File: src/rtl/uart_pkg.sv
// uart_pkg: shared UART constants, receiver states and baud divider helper.
package uart_pkg;
    localparam int OVERSAMPLE = 16;
    localparam int MID_SAMPLE = 7;
    typedef enum logic [1:0] {IDLE, START, DATA, STOP} rx_state_t;
    function automatic int baud_div(input int clock_hz, input int baud);
        return clock_hz / (baud * OVERSAMPLE);
    endfunction
endpackage

File: src/rtl/uart_rx_if.sv
// uart_rx_if: serial line in, parallel byte out with level ready and sticky faults.
interface uart_rx_if;
    logic       rx;
    logic       rdyClr;
    logic [0:7] dout;
    logic       rdy;
    logic       frameErr;
    logic       overrun;
    modport master (output rx, rdyClr, input dout, rdy, frameErr, overrun);
    modport slave (input rx, rdyClr, output dout, rdy, frameErr, overrun);
endinterface

File: src/rtl/uart_baud_tick.sv
// uart_baud_tick: free-running divider, one-cycle tick every DIV clocks.
module uart_baud_tick #(
    parameter int DIV = 27
) (
    input  logic clock,
    input  logic resetN,
    output logic tick
);
    localparam int W = DIV > 1 ? $clog2(DIV) : 1;
    logic [W-1:0] cnt;
    assign tick = cnt == W'(DIV - 1);
    always_ff @(posedge clock or negedge resetN)
        if (!resetN) cnt <= '0;
        else cnt <= tick ? '0 : cnt + 1'b1;
endmodule

File: src/rtl/uart_rx.sv
// uart_rx: 8N1 receiver with 16x oversampling, level ready handshake and sticky faults.
module uart_rx
    import uart_pkg::*;
#(
    parameter int CLOCK_HZ = 50_000_000,
    parameter int BAUD     = 115200
) (
    input logic       clock,
    input logic       resetN,
    uart_rx_if.slave  bus
);
    localparam int DIV = baud_div(CLOCK_HZ, BAUD);
    logic [1:0] sync;
    logic       rxs, tick, shift, done, ferr;
    rx_state_t  state, state_n;
    logic [3:0] scnt, scnt_n;
    logic [2:0] idx, idx_n;
    logic [0:7] sh;
    assign rxs = sync[1];
    uart_baud_tick #(.DIV(DIV)) u_tick (.clock, .resetN, .tick);
    always_ff @(posedge clock or negedge resetN)
        if (!resetN) sync <= 2'b11;
        else sync <= {sync[0], bus.rx};
    always_ff @(posedge clock or negedge resetN)
        if (!resetN) begin
            state <= IDLE;
            scnt  <= '0;
            idx   <= '0;
            sh    <= '0;
        end else begin
            state <= state_n;
            scnt  <= scnt_n;
            idx   <= idx_n;
            if (shift) sh <= {rxs, sh[0:6]};
        end
    always_comb begin
        state_n = state;
        scnt_n  = scnt;
        idx_n   = idx;
        shift   = 1'b0;
        done    = 1'b0;
        ferr    = 1'b0;
        if (tick)
            case (state)
                IDLE: if (!rxs) begin
                    state_n = START;
                    scnt_n  = '0;
                end
                START: if (scnt == 4'(MID_SAMPLE)) begin
                    state_n = rxs ? IDLE : DATA;
                    scnt_n  = '0;
                    idx_n   = '0;
                end else scnt_n = scnt + 4'd1;
                DATA: if (scnt == 4'(OVERSAMPLE - 1)) begin
                    shift   = 1'b1;
                    scnt_n  = '0;
                    idx_n   = idx + 3'd1;
                    state_n = idx == 3'd7 ? STOP : DATA;
                end else scnt_n = scnt + 4'd1;
                default: if (scnt == 4'(OVERSAMPLE - 1)) begin
                    state_n = IDLE;
                    scnt_n  = '0;
                    done    = rxs;
                    ferr    = !rxs;
                end else scnt_n = scnt + 4'd1;
            endcase
    end
    // a completed byte is only accepted when the previous one has been (or is being) taken
    always_ff @(posedge clock or negedge resetN)
        if (!resetN) begin
            bus.dout     <= '0;
            bus.rdy      <= 1'b0;
            bus.frameErr <= 1'b0;
            bus.overrun  <= 1'b0;
        end else begin
            if (done && (!bus.rdy || bus.rdyClr)) begin
                bus.dout <= sh;
                bus.rdy  <= 1'b1;
            end else if (bus.rdyClr) bus.rdy <= 1'b0;
            bus.overrun  <= (done && bus.rdy && !bus.rdyClr) || (bus.overrun && !bus.rdyClr);
            bus.frameErr <= ferr || (bus.frameErr && !bus.rdyClr);
        end
endmodule

File: src/flat_wrapper.sv
// flat-port wrapper written by rule: the top's interface ports become plain ports
module uart_rx_flat import uart_pkg::*;
#(
    parameter int CLOCK_HZ = 50_000_000,
    parameter int BAUD     = 115200
)
  (clock, resetN, bus_rx, bus_rdyClr, bus_dout, bus_rdy, bus_frameErr, bus_overrun);
  uart_rx_if bus_i ();
  input logic clock;
  input logic resetN;
  input wire logic [$bits(bus_i.rx)-1:0] bus_rx;
  input wire logic [$bits(bus_i.rdyClr)-1:0] bus_rdyClr;
  output wire logic [$bits(bus_i.dout)-1:0] bus_dout;
  output wire logic [$bits(bus_i.rdy)-1:0] bus_rdy;
  output wire logic [$bits(bus_i.frameErr)-1:0] bus_frameErr;
  output wire logic [$bits(bus_i.overrun)-1:0] bus_overrun;
  assign bus_i.rx = bus_rx;
  assign bus_i.rdyClr = bus_rdyClr;
  assign bus_dout = bus_i.dout;
  assign bus_rdy = bus_i.rdy;
  assign bus_frameErr = bus_i.frameErr;
  assign bus_overrun = bus_i.overrun;
  uart_rx #(.CLOCK_HZ(CLOCK_HZ), .BAUD(BAUD)) u_core (.clock(clock), .resetN(resetN), .bus(bus_i));
endmodule
File: config.mk
export PLATFORM = sky130hd
export DESIGN_NAME = uart_rx_flat
export DESIGN_NICKNAME = d
export VERILOG_FILES = /design/src/rtl/uart_pkg.sv /design/src/rtl/uart_rx_if.sv /design/src/rtl/uart_baud_tick.sv /design/src/rtl/uart_rx.sv /design/src/flat_wrapper.sv
export SDC_FILE = /design/constraint.sdc
export NUM_CORES = 1
export LEC_CHECK = 0
export CAP_MARGIN = 20
export CORE_AREA = 2 2 61 63
export DETAILED_ROUTE_END_ITERATION = 8
export DIE_AREA = 0 0 63 65
export PLACE_DENSITY = 0.73
export SETUP_SLACK_MARGIN = 0.15
export SLEW_MARGIN = 0
export SYNTH_ARGS = -nofsm -noshare
export SYNTH_HDL_FRONTEND = slang
export SYNTH_HIERARCHICAL = 1
export SYNTH_SLANG_ARGS = --single-unit
File: constraint.sdc
create_clock -name clock -period 4.65 [get_ports clock]
set_input_delay 1.395 -clock clock [delete_from_list [all_inputs] [get_ports clock]]
set_output_delay 1.395 -clock clock [all_outputs]
set_load 0.02 [all_outputs]
==> flow_metrics.tcl <==
set metrics [dict create \
    placed_cells 188 \
    cts.hold.buffers_added 0 \
    cp_top_family "buffers and inverters" \
    cp-start-kind "flop" \
    rsz0062_at_grt "no" \
    path_class "flop to primary output" \
    globalplace.congestion 0.738 \
    ir_worst_vdd_mv 0.242 \
    maxClockFrequency_mhz 362 \
    layout_commonest_cell "dfrtp_1" \
    finalNonFillerCells 196 \
    initialDrtViolationCount 21 \
    vias 1089 \
    start_util_pct 47.9 \
    met2_length_um 1500 \
    clockRootBuffer "clkbuf_4" \
    cp.arrival_ns 1.37 \
    yosysWarnings 6 \
    setup_violations 0 \
    grt_pass1_vias 1087 \
    worst-path-buf-inv 1 \
    post-route-drc-count 0 \
    synth_area_leaders "dfrtp_1 (49%), mux2_4 (7.2%), mux2_1 (4.7%)" \
    crit_chain "clkdlybuf4s50_1" \
    ys_types 46 \
    grt_max_degree 36 \
    wl_um 2900 \
    dieArea_um2 4100 \
    r2r_setup_slack_ns 2.23 \
    hold_viol 0 \
    io_buffer_count 14 \
    status "complete, no violations" \
    firstDrtPassIters 5 \
    slowest_stage "clkdlybuf4s50_1" \
    max_stage_delay_ns 0.63 \
    finalCriticalPeriod_ns 2.77 \
    die_x_um 63 \
    final_cell_mix "dfrtp_1 (33), clkdlybuf4s50_1 (14), inv_1 (12)" \
    cts_buffers 5 \
    netlist_instances 133 \
    drv_cap 0 \
    drt-wirelength-per-cell_um 14.8 \
    synth_top_area_share_pct 49.3 \
    track_usage_pct 15.5 \
    r2r_cells 6 \
    row_count 22 \
    cts.path.max_buffers 2 \
    antenna_cells 0 \
    worst-path-stages 1 \
    wl_met3_um 116 \
    dieHeight_um 65 \
    maxSlewHeadroom_pct 52.8 \
    cts.sinks 35 \
    maxUsedRoutingLayer "met4" \
    synthToLayoutAreaGrowth_pct 13.7 \
    worst-slew-pin-transition_ns 0.702 \
    reg2reg_to "u_core/sh[0]$_DFFE_PN0P_" \
    antenna_found_initial 0 \
    min_path_type "flop to flop" \
    async_flop_share_pct 100 \
    skew_ns 0.00912 \
    cp-end-kind "primary output" \
    rr_startpoint "u_core/u_tick/cnt[0]$_DFF_PN0_" \
    cp-endpoint "bus_overrun" \
    routed_via_density 5.56 \
    htreeDepth 2 \
    fin_crit_sh_pct 59.5 \
    p_leak_nw 0.870 \
    place_area_um2 1820 \
    antenna_left 0 \
    design_area_um2 1900 \
    insertion_delay_ns 0.33 \
    p_per_area_nw_per_um2 285 \
    drive_above_1_share_pct 16.9 \
    synth_seq_cells 35 \
    dp_hpwl_um 2090 \
    drv_slew 0 \
    synth_enable_flop_cells 0 \
    cp-startpoint "u_core/bus.overrun$_DFF_PN0_" \
    wl_met1_um 1260 \
    overflow 0 \
    critPathRequiredTime_ns 3.25 \
    netlist_area_um2 1670 \
    core_area_um2 3500 \
    grt_pass1_wl_um 4790 \
    clk_pin_slew_ns 0.10 \
    tns_ns 0 \
    cts_resized 0 \
    ys.flop_type "dfrtp_1" \
    pin_count 15 \
    synthesis.nets 142 \
    post_cts_buffers 0 \
    ys_seq_area_share_pct 52.5 \
    crit_fanout 2 \
    avgSynthCellArea_um2 12.6 \
    cts_tree "done" \
    nets 156 \
    yosysTopAreaCell "dfrtp_1" \
]
## routing by layer
layer	global-route usage (%)	vias up
met5	0	-
met1	16.8	555
li1	-	509
met3	5.90	4
met2	27.5	21
met4	5.83	0
## cells by family (layout without fill, tap and decap cells)
group                    after synthesis  in the layout  synth area share [%]
XOR/XNOR                               1              1                 0.523
AND/OR/NAND/NOR                       26             26                  11.4
flip-flops                            35             35                  52.5
AO/OA/AOI/OAI                         30             30                  12.8
buffers and inverters                 20             35                  6.58
multiplexers                          16             16                  12.6
adder cells (fa/ha/maj)                5              5                  3.74
## flip-flops by register name (all words and copies together), names as in the netlist
name and cells:
u_core/bus.dout 8, u_core/sh 8, u_core/u_tick/cnt 5, u_core/scnt 4, u_core/idx 3, u_core/state 2
u_core/sync 2, u_core/bus.frameErr 1, u_core/bus.overrun 1, u_core/bus.rdy 1
## where the power goes
group / switching, mW / total, mW / leakage (nW) / internal, mW
sequential: 0.00188 / 0.308 / 0.465 / 0.306
combinational: 0.00766 / 0.0111 / 0.357 / 0.00347
clock: 0.0963 / 0.223 / 0.0482 / 0.127
total: 0.106 / 0.542 / 0.870 / 0.437
## Yosys cell counts (2+ instances only)
| cell type | count |
|---|---|
| and3_1 | 3 |
| nand3b_1 | 2 |
| buf_4 | 3 |
| ha_1 | 5 |
| o221ai_1 | 2 |
| nor2_1 | 3 |
| and3b_1 | 2 |
| buf_6 | 3 |
| mux2_4 | 8 |
| o2111ai_1 | 2 |
| nand3_1 | 2 |
| mux2_1 | 7 |
| a31oi_1 | 2 |
| inv_1 | 12 |
| a222oi_1 | 2 |
| nand2_1 | 2 |
| and4b_1 | 2 |
| o21ai_0 | 9 |
| dfstp_2 | 2 |
| dfrtp_1 | 33 |
| a21oi_1 | 2 |
## per-stage QoR
step / setup WS (ns) / utilization [%] / hold WS [ns] / power [mW]
2_1_floorplan: 2.41 / - / 0.345 / 0.316
4_1_cts: 1.85 / 54.4 / 0.361 / 0.551
3_5_place_dp: 1.70 / 52.0 / 0.347 / 0.325
3_3_place_gp: 1.72 / 52.0 / 0.346 / 0.325
5_1_grt: 1.82 / 54.4 / 0.363 / 0.564
6_report: 1.88 / 54.4 / 0.361 / 0.542
## how the worst min path moves through the flow
stage	cells after the start	startpoint	end	slack (ns)
floorplan	0	u_core/sync[0]$_DFF_PN1_	u_core/sync[1]$_DFF_PN1_	0.35
detailed placement	0	u_core/sync[0]$_DFF_PN1_	u_core/sync[1]$_DFF_PN1_	0.35
global route	0	u_core/sync[0]$_DFF_PN1_	u_core/sync[1]$_DFF_PN1_	0.36
global placement	0	u_core/sync[0]$_DFF_PN1_	u_core/sync[1]$_DFF_PN1_	0.35
CTS	0	u_core/sync[0]$_DFF_PN1_	u_core/sync[1]$_DFF_PN1_	0.36
finish	0	u_core/sync[0]$_DFF_PN1_	u_core/sync[1]$_DFF_PN1_	0.36
## layout make-up
cell class | count | area, µm²
Clock inverter | 2 | 35.0
Timing Repair Buffer | 15 | 148
Inverter | 12 | 45.0
Fill cell | 306 | 1590
Clock buffer | 6 | 51.3
Multi-Input combinational cell | 78 | 686
Tap cell | 48 | 60.1
Sequential cell | 35 | 878
Power figures use the tool's default switching activity.
==> edit: new RTL, same flow settings <==
Encoding of `rx_state_t`: now one-hot (4 bits for 4 states).
--- a/src/rtl/uart_pkg.sv
+++ b/src/rtl/uart_pkg.sv
@@ -2,7 +2,7 @@
 package uart_pkg;
     localparam int OVERSAMPLE = 16;
     localparam int MID_SAMPLE = 7;
-    typedef enum logic [1:0] {IDLE, START, DATA, STOP} rx_state_t;
+    typedef enum logic [3:0] {IDLE = 4'b0001, START = 4'b0010, DATA = 4'b0100, STOP = 4'b1000} rx_state_t;
     function automatic int baud_div(input int clock_hz, input int baud);
         return clock_hz / (baud * OVERSAMPLE);
     endfunction
Behaviour: same outputs for any inputs over 10 cycles, from zero or initial values and one cycle with resetN low; not proved beyond that.
==> edit against the original RTL <==
Combinational power is 8% lower; routed wire length is 7.4% higher; sequential cell count is 2 higher; area after synthesis is 8.1% higher; sequential power is 5% higher; register-to-register slack worse by 0.20 ns; sequential share of layout area is 1.2 points lower; cell area is 8.5% higher; worst setup slack better by 0.054 ns; total power is 4.8% higher.
==> edit: results (changes against the original RTL) <==
\begin{tabular}{lr}
\hline
Metric & Value \\
\hline
\multicolumn{2}{l}{\textbf{Outcome}} \\
\quad Outcome & complete, no violations (unchanged) \\
\multicolumn{2}{l}{\textbf{Power}} \\
\quad Logic pwr share & 0.018 (was 0.021) \\
\quad P\_seq & 324 uW (was 308 uW) \\
\quad Largest voltage drop on the vdd net & 0.153 mV (was 0.242 mV) \\
\quad Switching power share of the total & 0.201 (was 0.195) \\
\quad Sequential group share of total power & 0.571 (was 0.568) \\
\multicolumn{2}{l}{\textbf{Detailed routing}} \\
\quad First-pass iteration count of the detailed router & 4 (was 5) \\
\quad Via count & 1220 (was 1089) \\
\quad DRC marker count from the first detailed-route iteration & 62 (was 21) \\
\quad Wirelength per Cell & 14.5 um (was 14.8 um) \\
\multicolumn{2}{l}{\textbf{Place}} \\
\quad Cell count after placement & 206 (was 188) \\
\quad Placed cell areas & 1980 um\^{}2 (was 1820 um\^{}2) \\
\quad Pre-CTS WS & 1.62 ns (was 1.70 ns) \\
\quad Routability-driven placement congestion ratio & 0.790 (was 0.738) \\
\quad DP HPWL & 2200 um (was 2090 um) \\
\multicolumn{2}{l}{\textbf{Critical path}} \\
\quad Worst setup startpoint & u\_core/bus.dout[1] (was u\_core/bus.overrun) \\
\quad WP data arrival & 1.32 ns (was 1.37 ns) \\
\quad Reg2Reg Capture Point & u\_core/bus.dout[2] (was u\_core/sh[0]) \\
\quad Longest individual stage delay on the worst path & 0.60 ns (was 0.63 ns) \\
\multicolumn{2}{l}{\textbf{STA}} \\
\quad Setup Skew & 0.0157 ns (was 0.00912 ns) \\
\quad Final worst-path setup slack & 1.94 ns (was 1.88 ns) \\
\multicolumn{2}{l}{\textbf{Synth}} \\
\quad Largest cells by area after synthesis & dfrtp\_1, mux2\_4, mux2\_2 (was dfrtp\_1, mux2\_4, mux2\_1) \\
\quad Portion of the post-synthesis area used by sequential elements & 0.513 (was 0.525) \\
\quad Cells after Synth & 150 (was 133) \\
\quad Synthesized net count & 159 (was 142) \\
\multicolumn{2}{l}{\textbf{Global routing}} \\
\quad Largest net degree at the start of global routing & 38 (was 36) \\
\multicolumn{2}{l}{\textbf{Clocking}} \\
\quad Clock input transition at the sequential cells of the worst setup and hold paths & 0.12 ns (was 0.10 ns) \\
\hline
\end{tabular}
edit: cell types whose count changed after synthesis, sizes merged, moves of 2 or more:
| cell | unedited run | this run |
|---|---|---|
| a21oi | 2 | 0 |
| a222oi | 2 | 0 |
| buf | 7 | 5 |
| inv | 12 | 5 |
| mux2i | 0 | 2 |
| nand2 | 2 | 12 |
| nand2b | 1 | 3 |
| nand3 | 3 | 9 |
| o211ai | 0 | 4 |
| o22ai | 0 | 3 |
| o311ai | 0 | 2 |
| or4b | 0 | 2 |
| xnor2 | 0 | 2 |
edit: cell families after synthesis:
family,Yosys count,share of synthesized area
XOR/XNOR,2,0.00968
AO/OA/AOI/OAI,30,0.125
AND/OR/NAND/NOR,46,0.157
multiplexers,18,0.127
adder cells (fa/ha/maj),5,0.0346
flip-flops,37,0.513
buffers and inverters,12,0.0332
edit: area by class of cell:
class / instances / area [um^2]
multi-input combinational: 101 / 821
sequential: 37 / 930
clock buffer: 6 / 51.3
timing repair buffer: 15 / 148
clock inverter: 2 / 37.5
tap: 48 / 60.1
inverter: 5 / 18.8
fill: 292 / 1430
edit: layer usage:
metal  part of all wire  track usage
met1               0.44        0.213
met2               0.50        0.303
met3              0.044       0.0486
met4              0.013       0.0583
met5                  0            0
edit: worst min-delay path by stage:
stage | end | slack [ns] | depth (start not counted)
CTS | u_core/sync[1] | 0.36 | 0
global route | u_core/sync[1] | 0.37 | 0
global placement | u_core/sync[1] | 0.35 | 0
finish | u_core/sync[1] | 0.36 | 0
floorplan | u_core/sync[1] | 0.35 | 0
detailed placement | u_core/sync[1] | 0.35 | 0
